--- src/rtl/arb_pkg.sv ---
// Shared types and helpers for the four-way round-robin bus arbiter.
//   arb_state_t : arbiter FSM state encoding
//   NUM_REQ     : number of requesters sharing the bus
//   rr_pick     : returns the first asserted request at or after ptr (mod 4)
package arb_pkg;

  localparam int NUM_REQ = 4;

  typedef enum logic {ARB_IDLE, ARB_BUSY} arb_state_t;

  // Search ptr, ptr+1, ptr+2, ptr+3; the 2-bit index wraps naturally.
  // Returns ptr when nothing is requesting (caller only uses it when req != 0).
  function automatic logic [1:0] rr_pick(input logic [NUM_REQ-1:0] req,
                                         input logic [1:0]         ptr);
    logic [1:0] idx;
    logic       found;
    rr_pick = ptr;
    found   = 1'b0;
    for (int i = 0; i < NUM_REQ; i++) begin
      idx = ptr + 2'(i);
      if (!found && req[idx]) begin
        rr_pick = idx;
        found   = 1'b1;
      end
    end
  endfunction

endpackage

--- src/rtl/Mux4.sv ---
// Four-input WIDTH-bit datapath multiplexer steered by the arbiter's select.
//   in0..in3 : candidate data buses
//   sel      : index of the bus driven onto out
//   out      : selected data
module Mux4 #(
  parameter int WIDTH = 64
) (
  input  logic [WIDTH-1:0] in0,
  input  logic [WIDTH-1:0] in1,
  input  logic [WIDTH-1:0] in2,
  input  logic [WIDTH-1:0] in3,
  input  logic [1:0]       sel,
  output logic [WIDTH-1:0] out
);

  always_comb begin
    out = in0;
    case (sel)
      2'd1:    out = in1;
      2'd2:    out = in2;
      2'd3:    out = in3;
      default: out = in0;
    endcase
  end

endmodule

--- src/rtl/mux4_rr_arbiter.sv ---
// Round-robin arbiter sharing one WIDTH-bit downstream port between four
// requesters. A grant is held until the owner drops its request or until
// MAX_BEATS beats have been accepted, followed by one idle cycle.
//   clk, rst_n        : clock, async active-low reset
//   req[3:0]          : per-requester request
//   data0..data3      : per-requester data (not registered here)
//   bus_ready         : downstream accepts the current beat
//   gnt[3:0]          : one-hot grant, zero when idle
//   sel[1:0]          : granted index / mux select
//   bus_valid         : beat valid toward downstream
//   bus_data          : muxed data of the granted requester
//   busy              : high while a grant is active
//
// state    | meaning
// ARB_IDLE | no grant; arbitrate among req using ptr as top priority
// ARB_BUSY | grant held for requester sel; beats counted in beat_cnt
module mux4_rr_arbiter
  import arb_pkg::*;
#(
  parameter int WIDTH     = 64,
  parameter int MAX_BEATS = 4
) (
  input  logic             clk,
  input  logic             rst_n,
  input  logic [3:0]       req,
  input  logic [WIDTH-1:0] data0,
  input  logic [WIDTH-1:0] data1,
  input  logic [WIDTH-1:0] data2,
  input  logic [WIDTH-1:0] data3,
  input  logic             bus_ready,
  output logic [3:0]       gnt,
  output logic [1:0]       sel,
  output logic             bus_valid,
  output logic [WIDTH-1:0] bus_data,
  output logic             busy
);

  localparam int            BW       = $clog2(MAX_BEATS + 1);
  localparam logic [BW-1:0] LAST_CNT = BW'(MAX_BEATS - 1);

  arb_state_t    state, state_nxt;
  logic [3:0]    gnt_nxt;
  logic [1:0]    sel_nxt;
  logic [1:0]    ptr, ptr_nxt;
  logic [BW-1:0] beat_cnt, cnt_nxt;
  logic [1:0]    winner;
  logic          beat;

  assign busy      = (state == ARB_BUSY);
  assign bus_valid = busy && req[sel];
  assign beat      = bus_valid && bus_ready;
  assign winner    = rr_pick(req, ptr);

  always_ff @(posedge clk or negedge rst_n) begin
    if (!rst_n) begin
      state    <= ARB_IDLE;
      gnt      <= 4'b0000;
      sel      <= 2'd0;
      ptr      <= 2'd0;
      beat_cnt <= '0;
    end else begin
      state    <= state_nxt;
      gnt      <= gnt_nxt;
      sel      <= sel_nxt;
      ptr      <= ptr_nxt;
      beat_cnt <= cnt_nxt;
    end
  end

  always_comb begin
    state_nxt = state;
    gnt_nxt   = gnt;
    sel_nxt   = sel;
    ptr_nxt   = ptr;
    cnt_nxt   = beat_cnt;
    case (state)
      ARB_IDLE: begin
        if (req != 4'b0000) begin
          state_nxt = ARB_BUSY;
          gnt_nxt   = 4'b0001 << winner;
          sel_nxt   = winner;
          cnt_nxt   = '0;
        end
      end
      ARB_BUSY: begin
        // A dropped request releases without a beat because bus_valid is
        // already low, so both release causes share one branch.
        if (!req[sel] || (beat && beat_cnt == LAST_CNT)) begin
          state_nxt = ARB_IDLE;
          gnt_nxt   = 4'b0000;
          ptr_nxt   = sel + 2'd1;
        end else if (beat) begin
          cnt_nxt = beat_cnt + BW'(1);
        end
      end
      default: begin
        state_nxt = ARB_IDLE;
        gnt_nxt   = 4'b0000;
      end
    endcase
  end

  Mux4 #(.WIDTH(WIDTH)) u_mux (
    .in0 (data0),
    .in1 (data1),
    .in2 (data2),
    .in3 (data3),
    .sel (sel),
    .out (bus_data)
  );

endmodule

--- config.mk ---
export PLATFORM = sky130hd
export DESIGN_NAME = mux4_rr_arbiter
export DESIGN_NICKNAME = d
export VERILOG_FILES = /design/src/rtl/arb_pkg.sv /design/src/rtl/Mux4.sv /design/src/rtl/mux4_rr_arbiter.sv
export SDC_FILE = /design/constraint.sdc
export NUM_CORES = 1
export LEC_CHECK = 0
export BUFFER_PORTS_ARGS = -buffer_cell sky130_fd_sc_hd__buf_2
export CAP_MARGIN = 30
export CORE_AREA = 3 3 129 131
export DETAILED_ROUTE_END_ITERATION = 10
export DIE_AREA = 0 0 132 134
export GPL_TIMING_DRIVEN = 1
export PLACE_DENSITY = 0.46
export SYNTH_ARGS = -nofsm -noshare
export SYNTH_HDL_FRONTEND = slang
export SYNTH_SLANG_ARGS = --single-unit
--- constraint.sdc ---
create_clock -name clk -period 2.2 [get_ports clk]
set_input_delay 0.11 -clock clk [delete_from_list [all_inputs] [get_ports clk]]
set_output_delay 0.11 -clock clk [all_outputs]
set_load 0.02 [all_outputs]
Word level (Yosys, flattened, before mapping):

Cells that the tools add are included.

* bits in registers: 12
* bits of input ports: 263
* output and inout bits: 72

* $add $sub $neg: 5
* magnitude comparators: 5
* equal/unequal tests: 8
* shifts and indexed selects: 1
* mux-type cells: 27
* bitwise gates (word level): 1
* reductions and logical operators: 16

Operators by type and width (number)
* $pmux W64 S3: 1
* $lt A2 B3 Y1 const B: 5
* $bmux W1 S2: 5
* $mux W1: 10
* $mux W3: 3
* $mux W4: 2
* $pmux W4 S2: 1
* $logic_and A1 B1 Y1: 6
* $mux W2: 3
* $pmux W3 S2: 1
* $reduce_and A2 Y1: 3
* $add A2 B1 Y2 const B: 2
* $add A2 B2 Y2 const B: 2
* $eq A2 B2 Y1 const B: 2
* $logic_not A1 Y1: 4
* $ne A2 B1 Y1 const B: 2
* $ne A2 B2 Y1 const B: 2
* $reduce_bool A4 Y1: 1
* $shl A1 B2 Y4 const A: 1
* $add A3 B1 Y3 const B: 1
* $eq A3 B2 Y1 const B: 1
* $reduce_and A3 Y1: 1
* $eq A2 B1 Y1 const B: 1
* $pmux W1 S2: 1
* 2 further kinds: 2

Logic depth before layout (Yosys ltp):

Gate-level depths: netlist (run 1).

* depth in word-level cells: 15
* depth in mapped cells: 6
* gate-level depth less buffers: 6

Hierarchy:

From an unflattened synthesis (run 1), not the netlist that was laid out.

* cells, all modules: 142
* area, all modules: 2304.7 um2

Modules (own cells, without submodules)
* Mux4: times used 1, cells each 78, area an instance 1622.8 um2, seq. area each 0.0 um2
* mux4_rr_arbiter: times used 1, cells each 64, area an instance 681.9 um2, seq. area each 300.3 um2

Worst setup path before layout (run 1):

OpenSTA, ideal clock, no wires.

* kind: register -> output
* start: register sel[0]
* end: output bus_data[0]
* arrival: 1.909 ns
* slack: 0.181 ns
* stages on the path, launching flop included: 6
* buffers on the path: 2
* path through: dfrtp_1 inv_1 ha_1 buf_2 buf_1 mux2i_1

* cells in the longest elaborated chain, start to end: 2
* elaborated cells on any way between the ends: 4
* classes of those cells: eq/ne (3); mux (1)

Ends and longest elaborated chain
* start, declared: line mux4_rr_arbiter.sv:32 `output logic [1:0] sel,`
* start signal, assigned: line mux4_rr_arbiter.sv:64 `sel <= sel_nxt;`
* $eq A2 B2 Y1 / $eq A2 B1 Y1 (equally long branches): line Mux4.sv:18 `case (sel)`
* $pmux W64 S3 (*): line Mux4.sv:18
* end, declared: line mux4_rr_arbiter.sv:34 `output logic [WIDTH-1:0] bus_data,`

Every way passes the cells marked *; elsewhere a longest branch is shown, timed or not.

Final worst setup path (run 1):

* start: register sel[0]
* end: output bus_data[21]

Same word-level chain as after synthesis.

==> summary.txt, run 1 <==
Setup path
  • Startpoint Class: register
  • R2R Path End: ptr[1]
  • End point of the critical path: bus_data[21]
  • FF-to-FF path depth: 3
  • Crit Path Class: reg2out
  • Slowest stage delay, CP: 0.43 ns
  • Critical Path Fanout Max: 30
  • CP Data Required Time: around 2.1 ns
  • CP max stage cell: dfrtp_2
  • FF-to-FF Start: sel[0]
  • Worst EP arrival: 1.94 ns
  • CP cell instances: inv_1 -> ha_4 -> buf_12 -> mux2i_1 -> buf_2
  • Setup crit end kind: primary output
  • Crit. Startpoint: sel[0]
  • Reg2reg setup slack: ~0.55 ns

Routing
  • Drt pass-1 iters: 7
  • 1st-iter DRT viols: 433
  • Met3 wire len: 1180 um
  • Routed wire length: about 14,000 um
  • M1 WL: 5520 um
  • Via-per-instance ratio: 4.51
  • Via count: roughly 3,700
  • Highest routed layer: met5
  • DRC: 0
  • Wire per inst: around 17 um
  • Wire length on met2: 6850 um
  • Detail Route Antenna Nets: 0

Power and ir drop
  • Sequential share of power: 7.3%
  • Part of the power in combinational logic: between 80% and 90%
  • Net Sw Frac: 54.4%
  • Power share of the clock group: 6.2%
  • Leak pwr: 2.59 nW
  • Sw power: 0.00321 W
  • Internal power: 0.00269 W
  • Power Density: 1320 mW/mm^2
  • Worst IR drop on VDD: 473 uV

CTS
  • Htree depth: 1
  • CTS tree: yes
  • Post-CTS Setup Inserts: 0
  • CTS buffer count: 3
  • Reg clk slew, reported paths: about 0.04 ns
  • Root Buffer Master: clkbuf_16
  • Max Buffers Root-to-Sink: 2
  • CTS Sinks: 12
  • Later-pin clock latency in the skew report: 0.24 ns

Floorplanning
  • Die area: approximately 0.018 mm^2
  • Die width: 132 um
  • Core Box Area: 0.0157 mm^2
  • Row count: 46
  • Initial Util: 14.9%
  • IO Pins: 335
  • Chip height: 134 um

Synth
  • Syn Inst Count: just under 300
  • Seq/Total Area, Yosys: 12.8%
  • Ys async rst share: 100%
  • Synthesis Warnings: 0
  • EDFF count, synth: 0
  • Count of unique library cells instantiated by Yosys: 31
  • Yosys reg bits: 12
  • Ys flop type: dfrtp_1
  • Mapped Nets: 559
  • Mean Syn Cell Area: 8.09 um^2
  • Post-Syn Area: 0.00235 mm^2
  • Dominant cell type by area after synthesis: a222oi_1
  • Synth top area share: 27.3%
  • Area contributors post-synth: a222oi_1 (27%), mux2i_1 (27%), dfrtp_1 (13%)

Timing
  • Min Hold Slack: 0.248 ns
  • Setup Viol. Count Final: 0
  • Slew Limit Fails: 0
  • Tightest Pin Transition: 0.404 ns
  • Final TNS setup: 0 ns
  • Final worst-path cycle share: 93.4%
  • Min cycle time layout: 2.05 ns
  • Fin worst setup slack: between 0.1 and 0.15 ns
  • Slew headroom: between 70% and 80%
  • Final Skew: 0.00378 ns
  • RSZ-0062 raised after global routing: no
  • Hold violation count in the final report: 0
  • Highest clock rate: 487 MHz

Final layout
  • Commonest non-fill, non-tap cells in the layout: buf_2 (334), inv_1 (69), a222oi_1 (64), mux2i_1 (64), dfrtp_1 (11)
  • Commonest non-fill, non-tap cell in the layout: buf_2
  • Final #Nets: 882
  • Syn-to-layout area delta: 89.9%
  • Layout cells sized above 1: 58.3%

Global route
  • Vias in the first global route: 3,639
  • Global-route usage over all layers: around 14%
  • Pin count of the biggest net entering global routing: 34
  • Total congestion overflow: 0
  • Initial antenna violation count: 4
  • Global-route wire length before repair: 20,300 um

Min path
  • Hold Crit Class: in2reg

Placed design
  • Pre-CTS setup slack: 0.338 ns
  • Port bufs: ~330
  • HPWL after detailed placement: about 11,000 um
  • GP Congestion: 0.789

Outcome
  • Status: complete, no violations

Job
  • Maxcap violations: 0
repair_timing:
action / CTS / global route
endpoints found under the hold margin: 12 / 0
setup endpoints to repair: 0 / 8
gates resized for setup: 0 / 2
hold buffers: 1 / 0
synthesized netlist by cell type (2+ instances only):
cell type / instances
clkbuf_1: 16
a22o_1: 2
o2bb2ai_1: 2
inv_1: 69
mux2i_1: 64
o311ai_0: 3
a222oi_1: 64
o22a_1: 2
buf_1: 9
nand2_1: 4
buf_2: 3
a21oi_1: 3
nor2_1: 3
nor2b_1: 3
nand3_1: 6
a21o_1: 2
dfrtp_1: 12
ha_1: 6
o21ai_0: 5
per-stage QoR:
stage | total power (W) | cells | instance area, um^2 | util [%]
finish | 0.00590 | 831 | 4460 | 28.4
detailed placement | 0.00555 | 823 | 4340 | 27.6
CTS | 0.00595 | 828 | 4440 | 28.3
global placement | 0.00561 | 823 | 4340 | 27.6
floorplan | 0.00373 | 290 | 2350 | -
global route | 0.00631 | 831 | 4460 | 28.4
final cells by class:
cell class / count / area, um^2
Antenna cell: 3 / 7.51
Timing Repair Buffer: 346 / 1830
Tap cell: 216 / 270
Sequential cell: 12 / 302
Multi-Input combinational cell: 181 / 1700
Inverter: 69 / 259
Clock buffer: 4 / 88.8
Fill cell: 1752 / 11300
power groups by stage:
stage                     sequential [W]  combinational (W)  clock (W)
after floorplan                 0.000483            0.00324          0
after global placement          0.000435            0.00517          0
after detailed placement        0.000435            0.00511          0
after CTS                       0.000433            0.00514   0.000380
after global routing            0.000457            0.00546   0.000392
final                           0.000430            0.00510   0.000368
logic make-up (layout without fill, tap and decap cells):
logic type	after synthesis	after routing	synth area share, %
DFF	12	12	12.8
AOI/OAI and AO/OA	88	88	35.0
and+or+nand+nor	21	21	4.59
muxes	66	66	28.7
adders and majority gates	6	6	3.20
other	0	3	0
buffers and inverters	97	419	15.7
routing by layer:
layer,track usage [%],up-vias
li1,-,1800
met1,17.1,1726
met4,4.03,2
met2,24.5,203
met5,0,-
met3,3.08,14
how the worst min path moves through the flow:
stage	end	from	slack (ns)	cells after the start
final	busy	bus_ready	0.25	3
after global routing	busy	bus_ready	0.27	3
after global placement	beat_cnt[2]	rst_n	0.01	1
after floorplan	beat_cnt[0]	rst_n	-0.19	0
after detailed placement	beat_cnt[2]	rst_n	0.009	1
after CTS	busy	bus_ready	0.25	3
critical path: cells and delay by family, from the launching register on:
kind,cells,cell delay [ns]
fa+ha+maj,1,0.35
mux,1,0.24
buf+inv,3,0.67
flops,1,0.43
state kept, by name (all words and copies together), names as in the netlist:
register  flops
beat_cnt      3
busy          1
gnt           4
ptr           2
sel           2
(Power assumes the default switching activity.)
==> inputs of run 2 (changes only) <==
Settings changed: REMOVE_ABC_BUFFERS set to 1.
==> run 2 against run 1 <==
Effect of this change:
- cell count decreased by 0.12%
- combinational power is essentially flat
- via count rose by 1.6%
- critical path depth is 1 higher
- worst hold slack gained 0.018 ns
- wire length is 7.2% higher
- first-iteration DRC count is 25% higher
- design area shrank 0.36%
- core utilization decreased by 0.10 points
- clock power shrank 8.4%
==> summary.txt, run 2 (synthesis results as in run 1) <==
Outcome
  • Status: complete, no violations

Power and ir drop
  • Power share of the clock group: 5.8%
  • Power Density: 1320 mW/mm^2
  • Pwr Total: 0.00586 W
  • Part of the power in combinational logic: between 80% and 90%
  • Sw power: 0.00323 W
  • Leak pwr: 2.58 nW
  • Net Sw Frac: between 50% and 60%
  • Worst IR drop on VDD: 604 uV
  • Internal power: 0.00263 W
  • Sequential share of power: roughly 7.5%

Final layout
  • Commonest non-fill, non-tap cell in the layout: buf_2
  • Layout cells sized above 1: about three fifths
  • Fin util: between 20% and 30%
  • Syn-to-layout area delta: 89.2%
  • Max reg flops: 4
  • Largest regs: gnt x4, beat_cnt x3
  • Sequential Area: 303 um^2
  • Final #Nets: 880
  • Biggest register: gnt
  • Commonest non-fill, non-tap cells in the layout: buf_2 (334), inv_1 (69), a222oi_1 (64), mux2i_1 (64), dfrtp_1 (10)
  • Area of the multi-input gates: 0.00171 mm^2
  • FILL cells: approximately 1,700

Timing
  • Final worst-path cycle share: 95.3%
  • Min cycle time layout: between 2 and 2.5 ns
  • Final TNS setup: 0 ns
  • Slew Limit Fails: 0
  • Final Skew: 0.00130 ns
  • Tightest Pin Transition: 0.434 ns
  • Slew headroom: 71.1%
  • RSZ-0062 raised after global routing: no
  • Setup Viol. Count Final: 0
  • Hold violation count in the final report: 0
  • Fin worst setup slack: 0.104 ns
  • Highest clock rate: 477 MHz
  • Min Hold Slack: 0.266 ns

Global route
  • Global-route wire length before repair: 21,300 um
  • Initial antenna violation count: 10
  • Vias in the first global route: 3,591
  • Pin count of the biggest net entering global routing: 65
  • Global-route usage over all layers: 15.0%
  • Total congestion overflow: 0

Setup path
  • FF-to-FF path depth: 3
  • Slowest stage delay, CP: 0.46 ns
  • FF-to-FF Start: sel[0]
  • CP max stage cell: dfrtp_2
  • Worst EP arrival: 1.99 ns
  • Setup crit end kind: primary output
  • CP cell instances: inv_1 -> ha_2 -> buf_12 -> a222oi_1 -> mux2i_1 -> buf_2
  • Startpoint Class: register
  • Bufs and invs on worst path: 3
  • CP Data Required Time: 2.09 ns
  • Crit Path Class: reg2out
  • Critical Path Fanout Max: 64
  • Largest delay share family, worst path: buffers and inverters
  • R2R Path End: ptr[1]
  • Reg2reg setup slack: between 0.5 and 0.6 ns

CTS
  • Max Buffers Root-to-Sink: 2
  • Later-pin clock latency in the skew report: 0.24 ns
  • Reg clk slew, reported paths: 0.04 ns
  • CTS tree: yes
  • Htree depth: 1
  • CTS Sinks: 12
  • CTS buffer count: 3
  • Root Buffer Master: clkbuf_16

Job
  • Maxcap violations: 0

Floorplanning
  • Die width: between 100 and 150 um
  • Core Box Area: 0.0157 mm^2
  • Die area: 0.0177 mm^2
  • Row count: 46
  • IO Pins: 335
  • Initial Util: 14.9%
  • Chip height: ~130 um

Routing
  • Via count: 3,806
  • Via-per-instance ratio: 4.59
  • Wire per inst: 17.9 um
  • Routed wire length: between 10,000 and 15,000 um
  • Detail Route Antenna Nets: 0
  • Drt pass-1 iters: 7
  • 1st-iter DRT viols: roughly 540
  • DRC: 0

Placed design
  • HPWL after detailed placement: 12,300 um
  • GP Congestion: 0.883
  • Pre-CTS setup slack: 0.257 ns
  • Port bufs: about 330

Min path
  • Hold Crit Class: in2async
[run 2: cell count changes in the layout (fill, tap and decap cells not counted), sizes merged]
cell,change
diode,+2
buf,-2
clkbuf,-1
[run 2: layer usage]
layer | global-route usage, % | part of all wire, % | vias up
met1 | 19.9 | 41 | 1738
li1 | - | - | 1798
met2 | 23.9 | 46 | 235
met5 | 0 | 0.46 | -
met4 | 3.79 | 2.0 | 10
met3 | 4.61 | 10 | 25
[run 2: timing repair]
| item | CTS | global route |
|---|---|---|
| pin swaps | 1 | 3 |
| setup endpoints to repair | 3 | 18 |
| hold endpoints to repair | 12 | 0 |
| setup buffers | 0 | 2 |
| gates resized for setup | 1 | 2 |
| hold buffers | 1 | 0 |
[run 2: final cells by class]
class                           count  area share, %
Inverter                           69           5.83
Clock buffer                        3           1.69
Multi-Input combinational cell    181           38.5
Antenna cell                        5          0.282
Sequential cell                    12           6.82
Timing Repair Buffer              344           40.8
Tap cell                          216           6.09
[run 2: worst max path at each step]
stage | end | depth (start not counted) | start
after CTS | bus_data[21] | 6 | sel[1]
after global routing | bus_data[59] | 6 | sel[1]
final | bus_data[5] | 6 | sel[1]
after floorplan | bus_data[0] | 3 | sel[0]
after global placement | bus_data[3] | 6 | sel[0]
after detailed placement | bus_data[13] | 6 | sel[0]
[run 2: worst reg2reg max path: stages, from the launching register on]
cell and delay [ns]:
dfrtp_2 0.41, mux4_2 0.57, a21boi_4 0.21, mux2_1 0.34
[run 2: power by group through the flow]
stage | clock network, W | registers [W] | logic [W]
floorplan | 0 | 0.000483 | 0.00312
global placement | 0 | 0.000438 | 0.00510
detailed placement | 0 | 0.000436 | 0.00507
CTS | 0.000346 | 0.000436 | 0.00510
global route | 0.000353 | 0.000464 | 0.00544
finish | 0.000337 | 0.000441 | 0.00508
[run 2: metrics by stage]
step,cell area [um^2],instances
2_1_floorplan,2240,262
3_3_place_gp,4310,819
3_5_place_dp,4310,819
4_1_cts,4410,823
5_1_grt,4440,830
6_report,4440,830
